<file path="config.mk">
export PLATFORM = sky130hd
export DESIGN_NAME = cmd_init_sequencer
export DESIGN_NICKNAME = d
export VERILOG_FILES = /design/src/rtl/cmd_init_sequencer.sv
export SDC_FILE = /design/constraint.sdc
export NUM_CORES = 1
export LEC_CHECK = 0
export CAP_MARGIN = 20
export CELL_PAD_IN_SITES_DETAIL_PLACEMENT = 1
export CELL_PAD_IN_SITES_GLOBAL_PLACEMENT = 2
export CORE_AREA = 2 2 101 127
export CTS_CLUSTER_SIZE = 16
export DETAILED_ROUTE_END_ITERATION = 6
export DIE_AREA = 0 0 103 129
export DONT_BUFFER_PORTS = 1
export PLACE_DENSITY_LB_ADDON = 0.12
export SYNTH_ARGS = -nofsm -noshare
export SYNTH_HDL_FRONTEND = slang
export SYNTH_SLANG_ARGS = --single-unit
export TNS_END_PERCENT = 5
</file>
<file path="constraint.sdc">
create_clock -name iClock_host -period 3.1 [get_ports iClock_host]
set_input_delay 0.465 -clock iClock_host [delete_from_list [all_inputs] [get_ports iClock_host]]
set_output_delay 0.465 -clock iClock_host [all_outputs]
set_load 0.05 [all_outputs]
</file>
<file path="src/rtl/cmd_init_sequencer.sv">
// SD card identification sequencer: drives the command block through
// CMD0, CMD8, CMD55/ACMD41 (until ready), CMD2 and CMD3, then captures the RCA.
module cmd_init_sequencer #(
   parameter int unsigned TIMEOUT_CYCLES = 4096,
   parameter int unsigned MAX_RETRIES    = 100,
   parameter int unsigned GAP_CYCLES     = 8
) (
   input  logic        iClock_host,
   input  logic        iReset,
   input  logic        iStart,
   input  logic        iCommand_complete,
   input  logic        iCommand_index_error,
   input  logic [47:0] iResponse,
   output logic        oNew_command,
   output logic [5:0]  oCmd_index,
   output logic [31:0] oCmd_argument,
   output logic        oTimeout_enable,
   output logic        oBusy,
   output logic        oDone,
   output logic        oError,
   output logic [2:0]  oError_code,
   output logic [15:0] oRca
);

   localparam int unsigned TmoW = $clog2(TIMEOUT_CYCLES + 1);
   localparam int unsigned GapW = (GAP_CYCLES > 1) ? $clog2(GAP_CYCLES) : 1;

   typedef enum logic [2:0] {
      StIdle, StIssue, StWait, StCheck, StGap, StDone, StError
   } state_t;

   typedef enum logic [2:0] {
      StepCmd0, StepCmd8, StepCmd55, StepAcmd41, StepCmd2, StepCmd3
   } step_t;

   state_t            r_state;
   step_t             r_step;
   logic [TmoW-1:0]   r_tmo_cnt;
   logic [GapW-1:0]   r_gap_cnt;
   logic [7:0]        r_retry;
   logic              r_final;
   logic              r_idx_err;
   logic [11:0]       r_resp_echo;
   logic              r_resp_ready;
   logic [15:0]       r_resp_rca;
   logic              r_new_command;
   logic [5:0]        r_cmd_index;
   logic [31:0]       r_cmd_argument;
   logic              r_timeout_enable;
   logic              r_busy;
   logic              r_done;
   logic              r_error;
   logic [2:0]        r_error_code;
   logic [15:0]       r_rca;

   step_t             w_issue_step;
   logic [5:0]        w_idx;
   logic [31:0]       w_arg;
   logic              w_unused;

   // Response bits the sequence never inspects.
   assign w_unused = ^{iResponse[47:40], iResponse[23:20], iResponse[7:0]};

   // Index/argument for the command about to be issued (CMD0 when starting).
   always_comb begin
      w_issue_step = (r_state == StGap) ? r_step : StepCmd0;
      w_idx        = 6'd0;
      w_arg        = 32'h0000_0000;
      case (w_issue_step)
         StepCmd8:   begin w_idx = 6'd8;  w_arg = 32'h0000_01AA; end
         StepCmd55:  begin w_idx = 6'd55; end
         StepAcmd41: begin w_idx = 6'd41; w_arg = 32'h40FF_8000; end
         StepCmd2:   begin w_idx = 6'd2;  end
         StepCmd3:   begin w_idx = 6'd3;  end
         default:    begin w_idx = 6'd0;  end
      endcase
   end

   // Main sequencer FSM with all outputs registered.
   always_ff @(posedge iClock_host or posedge iReset) begin
      if (iReset) begin
         r_state          <= StIdle;
         r_step           <= StepCmd0;
         r_tmo_cnt        <= '0;
         r_gap_cnt        <= '0;
         r_retry          <= 8'd0;
         r_final          <= 1'b0;
         r_idx_err        <= 1'b0;
         r_resp_echo      <= 12'd0;
         r_resp_ready     <= 1'b0;
         r_resp_rca       <= 16'd0;
         r_new_command    <= 1'b0;
         r_cmd_index      <= 6'd0;
         r_cmd_argument   <= 32'd0;
         r_timeout_enable <= 1'b0;
         r_busy           <= 1'b0;
         r_done           <= 1'b0;
         r_error          <= 1'b0;
         r_error_code     <= 3'd0;
         r_rca            <= 16'd0;
      end else begin
         r_new_command <= 1'b0;
         case (r_state)
            StIdle, StDone, StError: begin
               if (iStart) begin
                  r_done           <= 1'b0;
                  r_error          <= 1'b0;
                  r_error_code     <= 3'd0;
                  r_busy           <= 1'b1;
                  r_timeout_enable <= 1'b1;
                  r_step           <= StepCmd0;
                  r_retry          <= 8'd0;
                  r_final          <= 1'b0;
                  r_new_command    <= 1'b1;
                  r_cmd_index      <= w_idx;
                  r_cmd_argument   <= w_arg;
                  r_tmo_cnt        <= TmoW'(TIMEOUT_CYCLES);
                  r_state          <= StIssue;
               end
            end
            // Counter already loaded on entry so the issue cycle counts toward the window.
            StIssue: begin
               r_tmo_cnt <= r_tmo_cnt - TmoW'(1);
               r_state   <= StWait;
            end
            StWait: begin
               r_tmo_cnt <= r_tmo_cnt - TmoW'(1);
               if (iCommand_complete) begin
                  r_idx_err    <= iCommand_index_error;
                  r_resp_echo  <= iResponse[19:8];
                  r_resp_ready <= iResponse[39];
                  r_resp_rca   <= iResponse[39:24];
                  r_state      <= StCheck;
               end else if (r_tmo_cnt == TmoW'(1)) begin
                  r_state          <= StError;
                  r_error          <= 1'b1;
                  r_error_code     <= 3'd1;
                  r_busy           <= 1'b0;
                  r_timeout_enable <= 1'b0;
               end
            end
            StCheck: begin
               r_state   <= StGap;
               r_gap_cnt <= GapW'(GAP_CYCLES - 1);
               if (r_idx_err && (r_step != StepCmd0) && (r_step != StepCmd2)) begin
                  r_state          <= StError;
                  r_error          <= 1'b1;
                  r_error_code     <= 3'd2;
                  r_busy           <= 1'b0;
                  r_timeout_enable <= 1'b0;
               end else begin
                  case (r_step)
                     StepCmd0: r_step <= StepCmd8;
                     StepCmd8: begin
                        if (r_resp_echo != 12'h1AA) begin
                           r_state          <= StError;
                           r_error          <= 1'b1;
                           r_error_code     <= 3'd3;
                           r_busy           <= 1'b0;
                           r_timeout_enable <= 1'b0;
                        end else begin
                           r_step <= StepCmd55;
                        end
                     end
                     StepCmd55: r_step <= StepAcmd41;
                     StepAcmd41: begin
                        if (!r_resp_ready) begin
                           r_retry <= r_retry + 8'd1;
                           if ((r_retry + 8'd1) == 8'(MAX_RETRIES)) begin
                              r_state          <= StError;
                              r_error          <= 1'b1;
                              r_error_code     <= 3'd4;
                              r_busy           <= 1'b0;
                              r_timeout_enable <= 1'b0;
                           end else begin
                              r_step <= StepCmd55;
                           end
                        end else begin
                           r_step <= StepCmd2;
                        end
                     end
                     StepCmd2: r_step <= StepCmd3;
                     default: begin
                        r_rca   <= r_resp_rca;
                        r_final <= 1'b1;
                     end
                  endcase
               end
            end
            StGap: begin
               if (r_gap_cnt == GapW'(0)) begin
                  if (r_final) begin
                     r_state          <= StDone;
                     r_done           <= 1'b1;
                     r_busy           <= 1'b0;
                     r_timeout_enable <= 1'b0;
                  end else begin
                     r_new_command  <= 1'b1;
                     r_cmd_index    <= w_idx;
                     r_cmd_argument <= w_arg;
                     r_tmo_cnt      <= TmoW'(TIMEOUT_CYCLES);
                     r_state        <= StIssue;
                  end
               end else begin
                  r_gap_cnt <= r_gap_cnt - GapW'(1);
               end
            end
            default: r_state <= StIdle;
         endcase
      end
   end

   assign oNew_command    = r_new_command;
   assign oCmd_index      = r_cmd_index;
   assign oCmd_argument   = r_cmd_argument;
   assign oTimeout_enable = r_timeout_enable;
   assign oBusy           = r_busy;
   assign oDone           = r_done;
   assign oError          = r_error;
   assign oError_code     = r_error_code;
   assign oRca            = r_rca;

endmodule

</file>
After elaboration in Yosys (flattened, before gate mapping)
Index checks and enable logic that the tools add are counted.
- logic and storage cells: 166
- register bits: 122
- bits of input ports: 53
- output and inout bits: 62
- bitwise gates (word level): 2
- add/subtract/negate cells: 3
- eq/ne operators: 38
- mux-type cells: 78
- reductions and logical operators: 27
- operators with widths (cell ; count):
    32-bit 2-to-1 mux ; 3
    32-bit case mux with 2 select lines ; 1
    31-bit case mux with 2 select lines ; 1
    3-bit 2-to-1 mux ; 18
    13-bit 2-to-1 mux ; 3
    13-bit case mux with 3 select lines ; 1
    8-bit 2-to-1 mux ; 4
    3-bit case mux with 5 select lines ; 2
    6-bit case mux with 5 select lines ; 1
    1-bit 2-to-1 mux ; 23
    2-bit inequality test (second input constant) ; 10
    3-bit by 2-bit equality test with 1-bit output (second input constant) ; 6
    3-bit equality test (second input constant) ; 6
    6-bit 2-to-1 mux ; 3
    3-bit case mux with 2 select lines ; 3
    4-bit inequality test (second input constant) ; 4
    8-bit case mux with 2 select lines ; 1
    4-bit AND reduction ; 4
    13-bit by 1-bit equality test with 1-bit output (second input constant) ; 1
    13-bit by 1-bit subtractor with 13-bit output (second input constant) ; 1
    12-bit by 9-bit inequality test with 1-bit output (second input constant) ; 1
    6-bit case mux with 2 select lines ; 1
    1-bit case mux with 2 select lines ; 5
    10-bit AND reduction ; 1
    27 further kinds ; 44

Depth between registers and ports, before layout
- depth in word-level cells: 7
- gate-level depth with buffers: 9

Worst setup path after synthesis
No wires, ideal clock.
- path kind: reg-to-reg
- start point: register r_state[0]
- end point: register r_error_code[0] (netlist: oError_code[0])
- data required time: 2975 ps
- setup slack: 533 ps
- cell stages (with the launch flop): 10
- buffers on the path: 2
- library setup time: 125 ps
- arrival time: 2442 ps
- period minus slack after synthesis: 2567 ps
- cells stage by stage: dfrtp_1 > buf_2 > buf_2 > inv_1 > fa_1 > nor2_1 > a32oi_1 > a21o_1 > nor4_4 > mux2_2
- cells in the longest elaborated chain, start to end: 4
- RTL lines (item ; line ; source):
    start: declaration ; 36 ; state_t r_state;
    start signal: assignment ; 82 ; r_state <= StIdle;
    start signal: assignment ; 118 ; r_state <= StIssue;
    start signal: assignment ; 124 ; r_state <= StWait;
    3-bit equality test / 3-bit zero test (equally long branches) ; 103 ; case (r_state)
    3-bit OR reduction ; 103 ;
    2-bit inequality test (no line) / 3-bit nonzero test (equally long branches) ; n/a ;
    8-bit AND reduction (no line) ; n/a ;
    end signal: assignment ; 99 ; r_error_code <= 3'd0;
    end signal: assignment ; 108 ; r_error_code <= 3'd0;
    end signal: assignment ; 137 ; r_error_code <= 3'd1;
    end: declaration ; 53 ; logic [2:0] r_error_code;
Several ways; a longest one is shown, not always the timed one.
A chain may end at the register's enable or synchronous reset.

Final worst setup path
- start point: register r_state[0]
- end point: register r_error_code[1] (netlist: oError_code[1])
The elaborated chain is that of the path after synthesis.

==> summary.md <==
| Metric | Value |
|---|---|
| Run status | completed |
| Clock tree from TritonCTS | done |
| Routability Congestion | 0.7690 |
| Worst-skew pair later-pin latency | 0.34 ns |
| Number of setup buffers added after CTS | 0 |
| Setup-failing EPs final | 0 |
| Die width | just over 100 µm |
| Cell chosen for the clock root | sky130_fd_sc_hd__clkbuf_16 |
| Crit path launch type | flop |
| Net switching power | approximately 1900 µW |
| Pwr dens | 951.2 nW/µm² |
| Data required time of the worst path | ~3.3 ns |
| Worst Setup End Kind | flop |
| Post-synthesis sequential element count | 90 |
| CP delay by family, top | simple AND/OR/NAND/NOR gates |
| Cell depth of the worst flop-to-flop path | 7 |
| Wire length reported by the detailed router | 10710 µm |
| Fraction of power consumed by the clock network | a little under a quarter |
| Share of final-layout standard cells stronger than drive strength 1 | 21.94% |
| CTS clk-pin slew, worst paths | ~0.070 ns |
| Via count of the first global-routing pass | 3359 |
| Async set or reset register ratio after synthesis | 100.0% |
| Length of the first detailed-routing pass in iterations | 4 |
| Comb pwr share | a little under two fifths |
| Vias after detailed routing | 3180 |
| WP data arrival | 2.70 ns |
| Worst Hold Class | primary input to async pin |
| Peak Freq | 405.0 MHz |
| Leakage power figure | 0.002216 µW |
| Count of hold-fix buffers inserted at cts | 0 |
| Max stage delay on crit path | 0.48 ns |
| Number of nets in the layout | around 490 |
| Number of antenna violations at the first check in global routing | 0 |
| Gr usage total | between 10% and 20% |
| Number of fill cells in the layout | 1339 |
| Cell variety after synth | 66 |
| Final HPWL from detailed placement | ~7800 µm |
| Number of instances in the synthesized netlist | 440 |
| Synthesis-to-layout area growth | 7.923% |
| Time the worst path needs with I/O delays and setup | 2.469 ns |
| Initial core utilization | between 30% and 40% |
| Initial detailed-routing violation count | 118 |
| Final Max Slew Viols | 0 |
| Core footprint | 12050 µm² |
| Tightest Pin Transition | approximately 0.97 ns |
| Overall die area | 13290 µm² |
| Largest driver fanout on the critical path | 4 |
| Slew HR | 35.43% |
| Clock Tree Buf Depth | 2 |
| Crit path buf inv count | 1 |
| Setup Total Neg Slack | 0 ns |
| Post-synth top flop | sky130_fd_sc_hd__dfrtp_1 |
| Core Util, Final | between 40% and 50% |
| Synthesized area divided by synthesized cell count | 10.80 µm² |
| H-tree depth | 3 |
| Number of remaining DRC errors | 0 |
| Inserted Diodes | 0 |
| Wire length per cell after detailed routing | around 18 µm |
| Area of combinational cells with multiple inputs | approximately 2200 µm² |
| Worst supply voltage drop on vdd | between 0.3 and 0.4 mV |
| Die Y | 129 µm |
| Number of CTS-inserted buffers | 9 |
| Pin count of the biggest net entering global routing | 50 |
| Area taken by flip-flops and latches | 2257 µm² |
| Cell with the largest stage delay on the worst path | sky130_fd_sc_hd__fa_1 |
| Register area share after synthesis | 47.38% |
| Relative contribution of sequential cells to total power | between 30% and 40% |
| Category of the most critical setup path | flop to flop |
| Number of violations of the max-capacitance limit | 0 |
| Count of instances resized after the clock tree is built | 0 |
| Number of input and output port buffers inserted | 0 |
| Internal power component | 2952 µW |
| WP depth | 7 |
| Ports placed on the boundary | roughly 120 |
| Number of routed nets with antenna violations | 0 |
| RSZ-0062 raised after global routing | false |
| Detailed-route vias per instance | about 5.3 |
| Overflow left after global routing | 0 |
| Fin crit share | 79.64% |
| Number of placement rows | 45 |
| Global-route wire length before repair | approximately 18000 µm |
| Post-synth EDFFs | 0 |
| CP Cell Sequence | inv_1 -> fa_1 -> nor2_1 -> a32oi_1 -> a21o_1 -> nor4_4 -> mux2_2 |
| Count of endpoints failing hold in the final timing report | 0 |
| Warnings from Yosys | 0 |
| Total number of clock tree sinks | 90 |
| Layout Skew | 0.01042 ns |
| Switching share of total power | 39.49% |
| Cell Area, Synth | 4753 µm² |
## cell usage after synthesis (all sizes together) (2+ instances only)
master / instances / area, µm²
a211o: 2 / 17.52
a211oi: 3 / 22.52
a21o: 4 / 30.03
a21oi: 13 / 65.06
a22o: 3 / 26.28
a31oi: 6 / 37.54
and2: 2 / 12.51
and3: 2 / 12.51
buf: 48 / 317.8
clkbuf: 5 / 18.77
dfrtp: 90 / 2252
ha: 6 / 75.07
inv: 15 / 56.30
mux2: 46 / 518.0
mux2i: 4 / 40.04
nand2: 28 / 105.1
nand2b: 7 / 43.79
nand3: 7 / 35.03
nand3b: 4 / 33.78
nand4: 3 / 18.77
nor2: 33 / 123.9
nor2b: 5 / 31.28
nor3: 9 / 50.05
nor3b: 5 / 37.54
nor4: 13 / 147.6
nor4b: 3 / 26.28
nor4bb: 4 / 40.04
o21ai: 17 / 85.08
o22ai: 2 / 12.51
o2bb2ai: 2 / 17.52
o31ai: 2 / 15.01
o41ai: 2 / 17.52
or2: 2 / 12.51
or3: 4 / 26.28
or3b: 2 / 17.52
xnor2: 14 / 122.6
xor2: 3 / 26.28
## kinds of logic after synthesis
kind of cell	share of synthesized area, %
other cells	0.07889
mux	11.74
buf+inv	8.265
fa+ha+maj	2.237
flops	47.38
compound gates	9.398
simple gates	17.77
xor+xnor	3.133
## final cells by class
class / count / area share, %
tap: 164 / 4.000
clock buffer: 9 / 4.390
sequential: 90 / 44.00
multi-input combinational: 298 / 42.37
clock inverter: 7 / 1.829
inverter: 15 / 1.122
timing repair buffer: 14 / 2.293
## final timing paths
path                                          start                    endpoint  slack [ns]
setup / recovery             r_state[0]$_DFFE_PP0P_  oError_code[1]$_DFFE_PP0P_        0.63
hold / removal                               iReset         oRca[0]$_DFFE_PP0P_        0.17
setup reg to reg             r_state[0]$_DFFE_PP0P_  oError_code[1]$_DFFE_PP0P_        0.63
hold reg to reg            r_gap_cnt[0]$_DFFE_PP0P_    r_gap_cnt[0]$_DFFE_PP0P_        0.47
max in group asynchronous                    iReset   oCmd_index[1]$_DFFE_PP0P_        2.20
min in group iClock_host              iResponse[39]    r_resp_ready$_DFFE_PP0P_        0.25
## metal layers
| layer | track usage [%] | vias up | part of all wire (%) |
|---|---|---|---|
| met3 | 4.237 | 10 | 4.1 |
| met2 | 29.49 | 51 | 53 |
| met4 | 5.108 | 0 | 1.3 |
| met5 | 0 | - | 0 |
| met1 | 21.88 | 1632 | 42 |
| li1 | - | 1487 | - |
## registers in the layout, indices dropped and copies added (netlist names), 2 cells and up
register,flops
oRca,16
r_resp_rca,15
r_tmo_cnt,13
r_resp_echo,12
r_retry,8
oCmd_index,5
oError_code,3
r_gap_cnt,3
r_state,3
r_step,3
oCmd_argument,2
## power groups by stage
stage	Sequential, µW	Combinational, µW	Clock, µW
global route	1950	2040	1260
global placement	1900	1810	0
floorplan	1790	1560	0
CTS	1900	1860	1200
finish	1890	1820	1170
detailed placement	1920	1850	0
## layout by cell type, fill, tap and decap left out, types with 4 or more instances in the layout
cell / count
sky130_fd_sc_hd__nand3_1: 7
sky130_fd_sc_hd__o21ai_0: 16
sky130_fd_sc_hd__nor2_1: 33
sky130_fd_sc_hd__conb_1: 17
sky130_fd_sc_hd__nor2b_1: 5
sky130_fd_sc_hd__xnor2_1: 14
sky130_fd_sc_hd__nor3_1: 8
sky130_fd_sc_hd__a21o_1: 4
sky130_fd_sc_hd__nand2_1: 28
sky130_fd_sc_hd__nor4_1: 8
sky130_fd_sc_hd__a31oi_1: 6
sky130_fd_sc_hd__ha_1: 6
sky130_fd_sc_hd__inv_1: 14
sky130_fd_sc_hd__nand2b_1: 7
sky130_fd_sc_hd__mux2i_1: 4
sky130_fd_sc_hd__dfrtp_1: 88
sky130_fd_sc_hd__a21oi_1: 13
sky130_fd_sc_hd__mux2_2: 46
sky130_fd_sc_hd__nor4bb_1: 4
sky130_fd_sc_hd__nor3b_1: 5
sky130_fd_sc_hd__buf_4: 13
sky130_fd_sc_hd__nor4_4: 4
sky130_fd_sc_hd__clkbuf_16: 9
## through the flow
step | cell area (µm²) | instances | hold WS (ns) | worst slack [ns] | power, µW
floorplan | 4813 | 456 | 0.4445 | 0.2997 | 3355
global placement | 4811 | 581 | 0.4659 | 0.6577 | 3705
detailed placement | 4811 | 581 | 0.4673 | 0.6500 | 3772
CTS | 5130 | 597 | 0.1900 | 0.6315 | 4962
global route | 5130 | 597 | 0.2237 | 0.4634 | 5251
finish | 5130 | 597 | 0.1671 | 0.6311 | 4879
Power figures use the tool's default switching activity.
